### src/rtl/pc_fetch_unit.sv
// Fetch stage: owns the PC, issues instruction fetches, loads the committed next PC.
// Optional FETCH_MISALIGN_TRAP_EN halts with a sticky Misalign flag on unaligned targets.
module pc_fetch_unit #(
  parameter logic [31:0] RESET_PC = 32'h0000_0000
) (
  input  logic        clk,
  input  logic        rst_n,
  input  logic [31:0] PCnext,
  input  logic        Halt,
  input  logic        Commit,
  output logic [31:0] PCaddress,
  output logic [31:0] PCincre,
  output logic        imReqValid,
  output logic [31:0] imReqAddr,
  input  logic        imReqReady,
  input  logic        imRespValid,
  input  logic [31:0] imRespData,
  output logic [31:0] Instr,
  output logic        InstrValid,
  output logic        Halted,
  output logic        Misalign
);

  typedef enum logic [2:0] {
    S_IDLE,
    S_FETCH,
    S_WAIT,
    S_EXEC,
    S_HALT
  } state_e;

  state_e      state_q;
  logic [31:0] pc_q;
  logic [31:0] instr_q;
  logic        req_q;
  logic        ivalid_q;
  logic        halted_q;
  logic        trap;

`ifdef FETCH_MISALIGN_TRAP_EN
  logic misalign_q;

  assign trap     = !Halt && (PCnext[1:0] != 2'b00);
  assign Misalign = misalign_q;
`else
  assign trap     = 1'b0;
  assign Misalign = 1'b0;
`endif

  always_ff @(posedge clk or negedge rst_n) begin
    if (!rst_n) begin
      state_q    <= S_IDLE;
      pc_q       <= RESET_PC;
      instr_q    <= '0;
      req_q      <= 1'b0;
      ivalid_q   <= 1'b0;
      halted_q   <= 1'b0;
`ifdef FETCH_MISALIGN_TRAP_EN
      misalign_q <= 1'b0;
`endif
    end else begin
      unique case (state_q)
        S_IDLE: begin
          state_q <= S_FETCH;
          req_q   <= 1'b1;
        end
        S_FETCH: begin
          if (imReqReady) begin
            state_q <= S_WAIT;
            req_q   <= 1'b0;
          end
        end
        S_WAIT: begin
          if (imRespValid) begin
            instr_q  <= imRespData;
            state_q  <= S_EXEC;
            ivalid_q <= 1'b1;
          end
        end
        S_EXEC: begin
          if (Commit) begin
            pc_q     <= PCnext;
            ivalid_q <= 1'b0;
            if (Halt || trap) begin
              state_q  <= S_HALT;
              halted_q <= 1'b1;
            end else begin
              state_q <= S_FETCH;
              req_q   <= 1'b1;
            end
`ifdef FETCH_MISALIGN_TRAP_EN
            if (trap) misalign_q <= 1'b1;
`endif
          end
        end
        S_HALT: begin
          state_q <= S_HALT;
        end
        default: begin
          state_q  <= S_IDLE;
          req_q    <= 1'b0;
          ivalid_q <= 1'b0;
          halted_q <= 1'b0;
        end
      endcase
    end
  end

  assign PCaddress  = pc_q;
  assign PCincre    = pc_q + 32'd4;
  assign imReqValid = req_q;
  assign imReqAddr  = pc_q;
  assign Instr      = instr_q;
  assign InstrValid = ivalid_q;
  assign Halted     = halted_q;

endmodule
### config.mk
export PLATFORM = sky130hd
export DESIGN_NAME = pc_fetch_unit
export DESIGN_NICKNAME = d
export VERILOG_FILES = /design/src/rtl/pc_fetch_unit.sv
export SDC_FILE = /design/constraint.sdc
export NUM_CORES = 1
export LEC_CHECK = 0
export BUFFER_PORTS_ARGS = -buffer_cell sky130_fd_sc_hd__buf_2
export CORE_UTILIZATION = 48
export CTS_BUF_LIST = sky130_fd_sc_hd__clkbuf_4 sky130_fd_sc_hd__clkbuf_8 sky130_fd_sc_hd__clkbuf_16
export DETAILED_ROUTE_END_ITERATION = 6
export GPL_ROUTABILITY_DRIVEN = 0
export HOLD_SLACK_MARGIN = 0.12
export PLACE_DENSITY_LB_ADDON = 0.3
export SYNTH_ARGS = -nofsm -noshare
export SYNTH_HDL_FRONTEND = slang
export SYNTH_SLANG_ARGS = --single-unit
### constraint.sdc
create_clock -name clk -period 2.6 [get_ports clk]
set_input_delay 0 -clock clk [delete_from_list [all_inputs] [get_ports clk]]
set_output_delay 0 -clock clk [all_outputs]
set_load 0.01 [all_outputs]
==> results of run 1 <==
-- cells in the mapped netlist (3+ instances only) --
cell and number:
and3_1 6, nand2_1 14, buf_4 35, mux2_2 35, buf_2 4, dfrtp_1 70
nor2_1 6, xor2_1 8, nand4_1 8, o21ai_0 4, a21oi_1 4, mux2_4 29
nand3_2 3, nand3_1 11, xnor2_1 20
-- power groups by stage --
stage	Clock, mW	Sequential [mW]	Combinational (mW)
2_1_floorplan	0	2.41	1.93
3_3_place_gp	0	2.24	2.96
3_5_place_dp	0	2.27	3.02
4_1_cts	0.801	2.27	3.11
5_1_grt	0.853	2.36	3.40
6_report	0.775	2.27	3.11
-- final timing paths --
check	to	slack, ns
worst min register to register	Instr[18]$_DFFE_PN0P_	0.51
worst min-delay path	PCaddress[2]$_DFFE_PN0P_	0.17
min in group clk	state_q[2]$_DFFE_PN0P_	0.18
worst max register to register	PCaddress[16]$_DFFE_PN0P_	0.62
max in group asynchronous	PCaddress[29]$_DFFE_PN0P_	1.79
worst max-delay path	PCincre[22]	0.42
-- metal layers --
metal,up-vias,track usage [%],part of all wire (%)
met5,-,0,0
met4,0,10.7,2.4
met3,22,4.11,5.4
met2,140,40.8,52
met1,1430,26.6,40
li1,1436,-,-
-- sequential cells by signal, indices dropped and copies added, names as in the netlist --
name	cells
state_q	3
imReqValid	1
InstrValid	1
Halted	1
PCaddress	32
Instr	32
-- area by class of cell --
type                       count  area [sq um]  area share (%)
clock buffer                   9           124            2.32
clock inverter                 7          48.8           0.915
inverter                       2          7.51           0.141
multi-input combinational    170          1560            29.2
sequential                    70          1750            32.8
tap                           99           124            2.32
timing repair buffer         271          1720            32.2
-- logic make-up after synthesis --
group,after synthesis,share of synthesized area [%]
DFF,70,47.6
and+or+nand+nor,65,10.9
muxes,64,22.5
buffers and inverters,47,10.1
xor gates and xnor gates,28,6.66
AOI/OAI and AO/OA,11,1.77
adders and majority gates,1,0.340
other,1,0.102
-- worst register-to-register path, stage by stage, from the launching register on --
cell	delay (ns)
dfrtp_1	0.47
nor2b_4	0.21
nand3_2	0.63
mux2_2	0.55
-- stage by stage --
step                      worst slack, ns  util (%)  instance area (sq um)  total power [mW]
final                               0.418      72.8                   5330              6.16
after global routing                0.246      72.8                   5330              6.62
after CTS                           0.422      72.8                   5330              6.18
after detailed placement            0.618      61.0                   4470              5.29
after global placement              0.701      61.0                   4470              5.20
after floorplan                      1.14         -                   3680              4.35
-- timing repair --
action / 4_1_cts / 5_1_grt
endpoints found under the hold margin: 138 / 0
setup endpoints to repair: 0 / 0
hold buffers: 69 / 0
==> impl_metrics.ini, run 1 <==
[timing]
whs_ns = 0.168
drv_slew = 0
rsz0062_at_grt = false
setup_viol = 0
clock.fmax_mhz = 458
slew_headroom_pct = 46.3
period_minus_slack_ns = 2.18
worst_pin_slew_ns = 0.804
hold_viol = 0
tns_ns = 0
min_period_over_period_pct = 83.9
fin_skew_ns = 0.0110

[die]
initial_core_util_pct = 50.2
rows = 31
core_sq_um = 7330
io_pins = 202
die_h_um = 89.6
dieArea_sq_um = 8020
die_w_um = 89.6

[global_route]
grt_usage_pct = 22.8
grt_pass1_wl_mm = 13.6
grt_max_degree = 49
antenna_found_initial = 0
overflow = 0
grt_pass1_vias = 2883

[setup_path]
r2r_cells = 3
slowest_delay_ns = 0.61
crit_arrival_ns = 2.18
worst-path-buf-inv = 1
startpoint = PCaddress[10]$_DFFE_PN0P_
path_delay_family = simple AND/OR/NAND/NOR gates
critPathCaptureType = output port
worstSetupStartpointType = flip-flop
cp_num_cells = 5
crit_chain = nand3_2 -> nor4_4 -> nand4_1 -> xnor2_1 -> buf_2
cpMaxStageDelayCell = nor4_4
r2r-start = state_q[1]$_DFFE_PN0P_
path_class = flip-flop to output port
crit_required_ns = 2.60
critPathMaxFanout = 11

[logic_synthesis]
yosys-top-cells-area = dfrtp_1, mux2_4, mux2_2
yosysUniqueCellTypes = 38
synth_edf_count = 0
ys_seq_area_share_pct = 47.6
synth_area_sq_um = 3680
yosysTopAreaCellShare_pct = 47.6
synth_ff_type = dfrtp_1
synth-seq-cells = 70
synthArstFlopShare_pct = 100
synth.largest_area_cell = dfrtp_1
synth_area_per_cell_sq_um = 12.8
ys.warnings.count = 0
synthCells = 287
syn_nets = 358

[finish]
most-common-layout-cells = buf_2, dfrtp_1, dlygate4sd3_1, mux2_2, mux2_4
nets = 595
final_common_cell = buf_2
finalNonFillerCells = 628
fill_cells = 530
layout-drive-gt1-share_pct = 54.8
area_growth_pct = 44.9
n_antenna_cell = 0

[place]
dp.cells = 543
place_hpwl_mm = 6.10
portBuffers = 200

[power]
p_leak_nw = 2.65
sequentialPowerShare_pct = 36.9
p_int_mw = 3.66
p_sw_mw = 2.50
ir_worst_vdd_mv = 0.591
p_clk_share_pct = 12.6
switching_share_pct = 40.6
pwr-share-comb_pct = 50.5
powerDensity_nw_per_um2 = 1160

[detailed_routing]
vias = 3028
ant_nets = 0
firstDrtPassIters = 4
viasPerCell = 4.82
drc = 0
wl_per_cell_um = 14.7
drt-total-wl_mm = 9.24
drt_iter0_markers = 83

[clocking]
post-cts-setup-buffers = 0
post_cts_resized = 0
htreeDepth = 3
path_clk_slew_ns = 0.08
clk_latency_ns = 0.35
cts.sinks = 70
cts_buffers = 9
cts_tree = built
root_buffer = clkbuf_8
clockBufferDepth = 2

[min_path]
worstHoldPathType = input pin to async pin

[outcome]
status = completed

[run]
cap_violations = 0
Power figures use the tool's default switching activity.
==> run 2, diff against run 1 <==
CORE_UTILIZATION = 45   (was 48)
clock period = 2.2 ns   (was 2.6 ns; I/O delays follow)
==> impl_metrics.ini, run 2 (synthesis results as in run 1) <==
[finish]
multi_input_area_sq_um = 1560
layout-drive-gt1-share_pct = 54.8
finalNonFillerCells = 635
final_common_cell = buf_2
area_growth_pct = 47.9
n_antenna_cell = 0
fill_cells = 584
most-common-layout-cells = buf_2, dlygate4sd3_1, dfrtp_1, mux2_2, mux2_4
register_area_sq_um = 1750
nets = 599

[detailed_routing]
drc = 0
drt-total-wl_mm = 9.54
wl_per_cell_um = 15.0
viasPerCell = 4.82
firstDrtPassIters = 4
drt_iter0_markers = 133
vias = 3062
ant_nets = 0

[die]
core_sq_um = 7810
io_pins = 202
initial_core_util_pct = 47.1
dieArea_sq_um = 8550
die_w_um = 92.4
die_h_um = 92.4
rows = 32

[clocking]
clk_latency_ns = 0.34
path_clk_slew_ns = 0.07
root_buffer = clkbuf_8
cts_buffers = 9
cts.sinks = 70
clockBufferDepth = 2
htreeDepth = 3
cts_tree = built

[timing]
setup_viol = 0
clock.fmax_mhz = 505
period_minus_slack_ns = 1.98
rsz0062_at_grt = false
fin_skew_ns = 0.00807
slew_headroom_pct = 45.5
tns_ns = 0
drv_slew = 0
min_period_over_period_pct = 89.9
worst_pin_slew_ns = 0.818
hold_viol = 0

[power]
powerDensity_nw_per_um2 = 1390
p_leak_nw = 2.70
p_clk_share_pct = 15.4
p_int_mw = 4.63
switching_share_pct = 39.1
p_sw_mw = 2.97
p_total_mw = 7.59
ir_worst_vdd_mv = 0.772
pwr-share-comb_pct = 49.4
sequentialPowerShare_pct = 35.2

[run]
cap_violations = 0

[global_route]
grt_max_degree = 38
grt_pass1_vias = 3125
grt_pass1_wl_mm = 14.8
overflow = 0
grt_usage_pct = 22.5
antenna_found_initial = 0

[setup_path]
r2r_cells = 4
worstSetupStartpointType = flip-flop
critPathCaptureType = output port
r2r-start = state_q[1]$_DFFE_PN0P_
rr_endpoint = PCaddress[0]$_DFFE_PN0P_
crit_arrival_ns = 1.98
r2r_setup_slack_ns = 0.47
critPathMaxFanout = 9
path_class = flip-flop to output port
crit_required_ns = 2.20

[outcome]
status = completed

[min_path]
worstHoldPathType = input pin to async pin

[place]
dp.cells = 547
place_hpwl_mm = 6.12
portBuffers = 200
## run 2: worst max-delay path by stage
stage	cells past startpoint	from	to	slack [ns]
after CTS	5	PCaddress[10]$_DFFE_PN0P_	PCincre[30]	0.1
after detailed placement	5	PCaddress[10]$_DFFE_PN0P_	PCincre[30]	0.48
after global placement	5	PCaddress[10]$_DFFE_PN0P_	PCincre[30]	0.53
after floorplan	5	state_q[1]$_DFFE_PN0P_	Instr[10]$_DFFE_PN0P_	0.74
after global routing	6	PCaddress[2]$_DFFE_PN0P_	PCincre[28]	0.06
final	6	PCaddress[2]$_DFFE_PN0P_	PCincre[28]	0.22
## run 2: worst max-delay path, cell delays in order (launching register included)
cell and delay, ns:
dfrtp_1 0.45, ha_1 0.27, nand3_1 0.16, nor2_4 0.26, nand4_1 0.17, xnor2_1 0.19, buf_2 0.16
## run 2: area by class of cell
type | instances | share of cell area [%]
clock inverter | 5 | 1.52
timing repair buffer | 275 | 32.4
tap | 102 | 2.34
inverter | 2 | 0.138
multi-input combinational | 170 | 28.7
sequential | 70 | 32.2
clock buffer | 11 | 2.67
## run 2: repair_timing
action                     in CTS  in global routing
resized for setup               0                  1
buffers inserted                0                  1
hold endpoints to repair      102                  0
hold buffers                   71                  0
setup endpoints to repair       0                  9
## run 2: power by group through the flow
stage / Sequential (mW) / Combinational, mW / Clock (mW)
finish: 2.67 / 3.75 / 1.17
global route: 2.78 / 4.03 / 1.26
CTS: 2.65 / 3.75 / 1.20
detailed placement: 2.65 / 3.62 / 0
global placement: 2.62 / 3.57 / 0
floorplan: 2.85 / 2.29 / 0
## run 2: stage by stage
| step | cell area, sq um | worst slack (ns) | utilization (%) | hold slack (ns) |
|---|---|---|---|---|
| 3_5_place_dp | 4490 | 0.483 | 57.6 | 0.137 |
| 6_report | 5450 | 0.221 | 69.7 | 0.291 |
| 2_1_floorplan | 3680 | 0.741 | - | -0.296 |
| 5_1_grt | 5450 | 0.0564 | 69.7 | 0.339 |
| 4_1_cts | 5430 | 0.0972 | 69.6 | 0.292 |
| 3_3_place_gp | 4490 | 0.527 | 57.6 | 0.115 |
## run 2: metal layers
metal  up-vias  share of wire (%)  wire, um  GRT usage, %
met5         -                  0         0             0
met4         0                1.8       176          8.59
met3        16                5.8       554          4.84
met2       137                 54      5110          41.8
met1      1460                 39      3700          24.8
li1       1449                  -         -             -
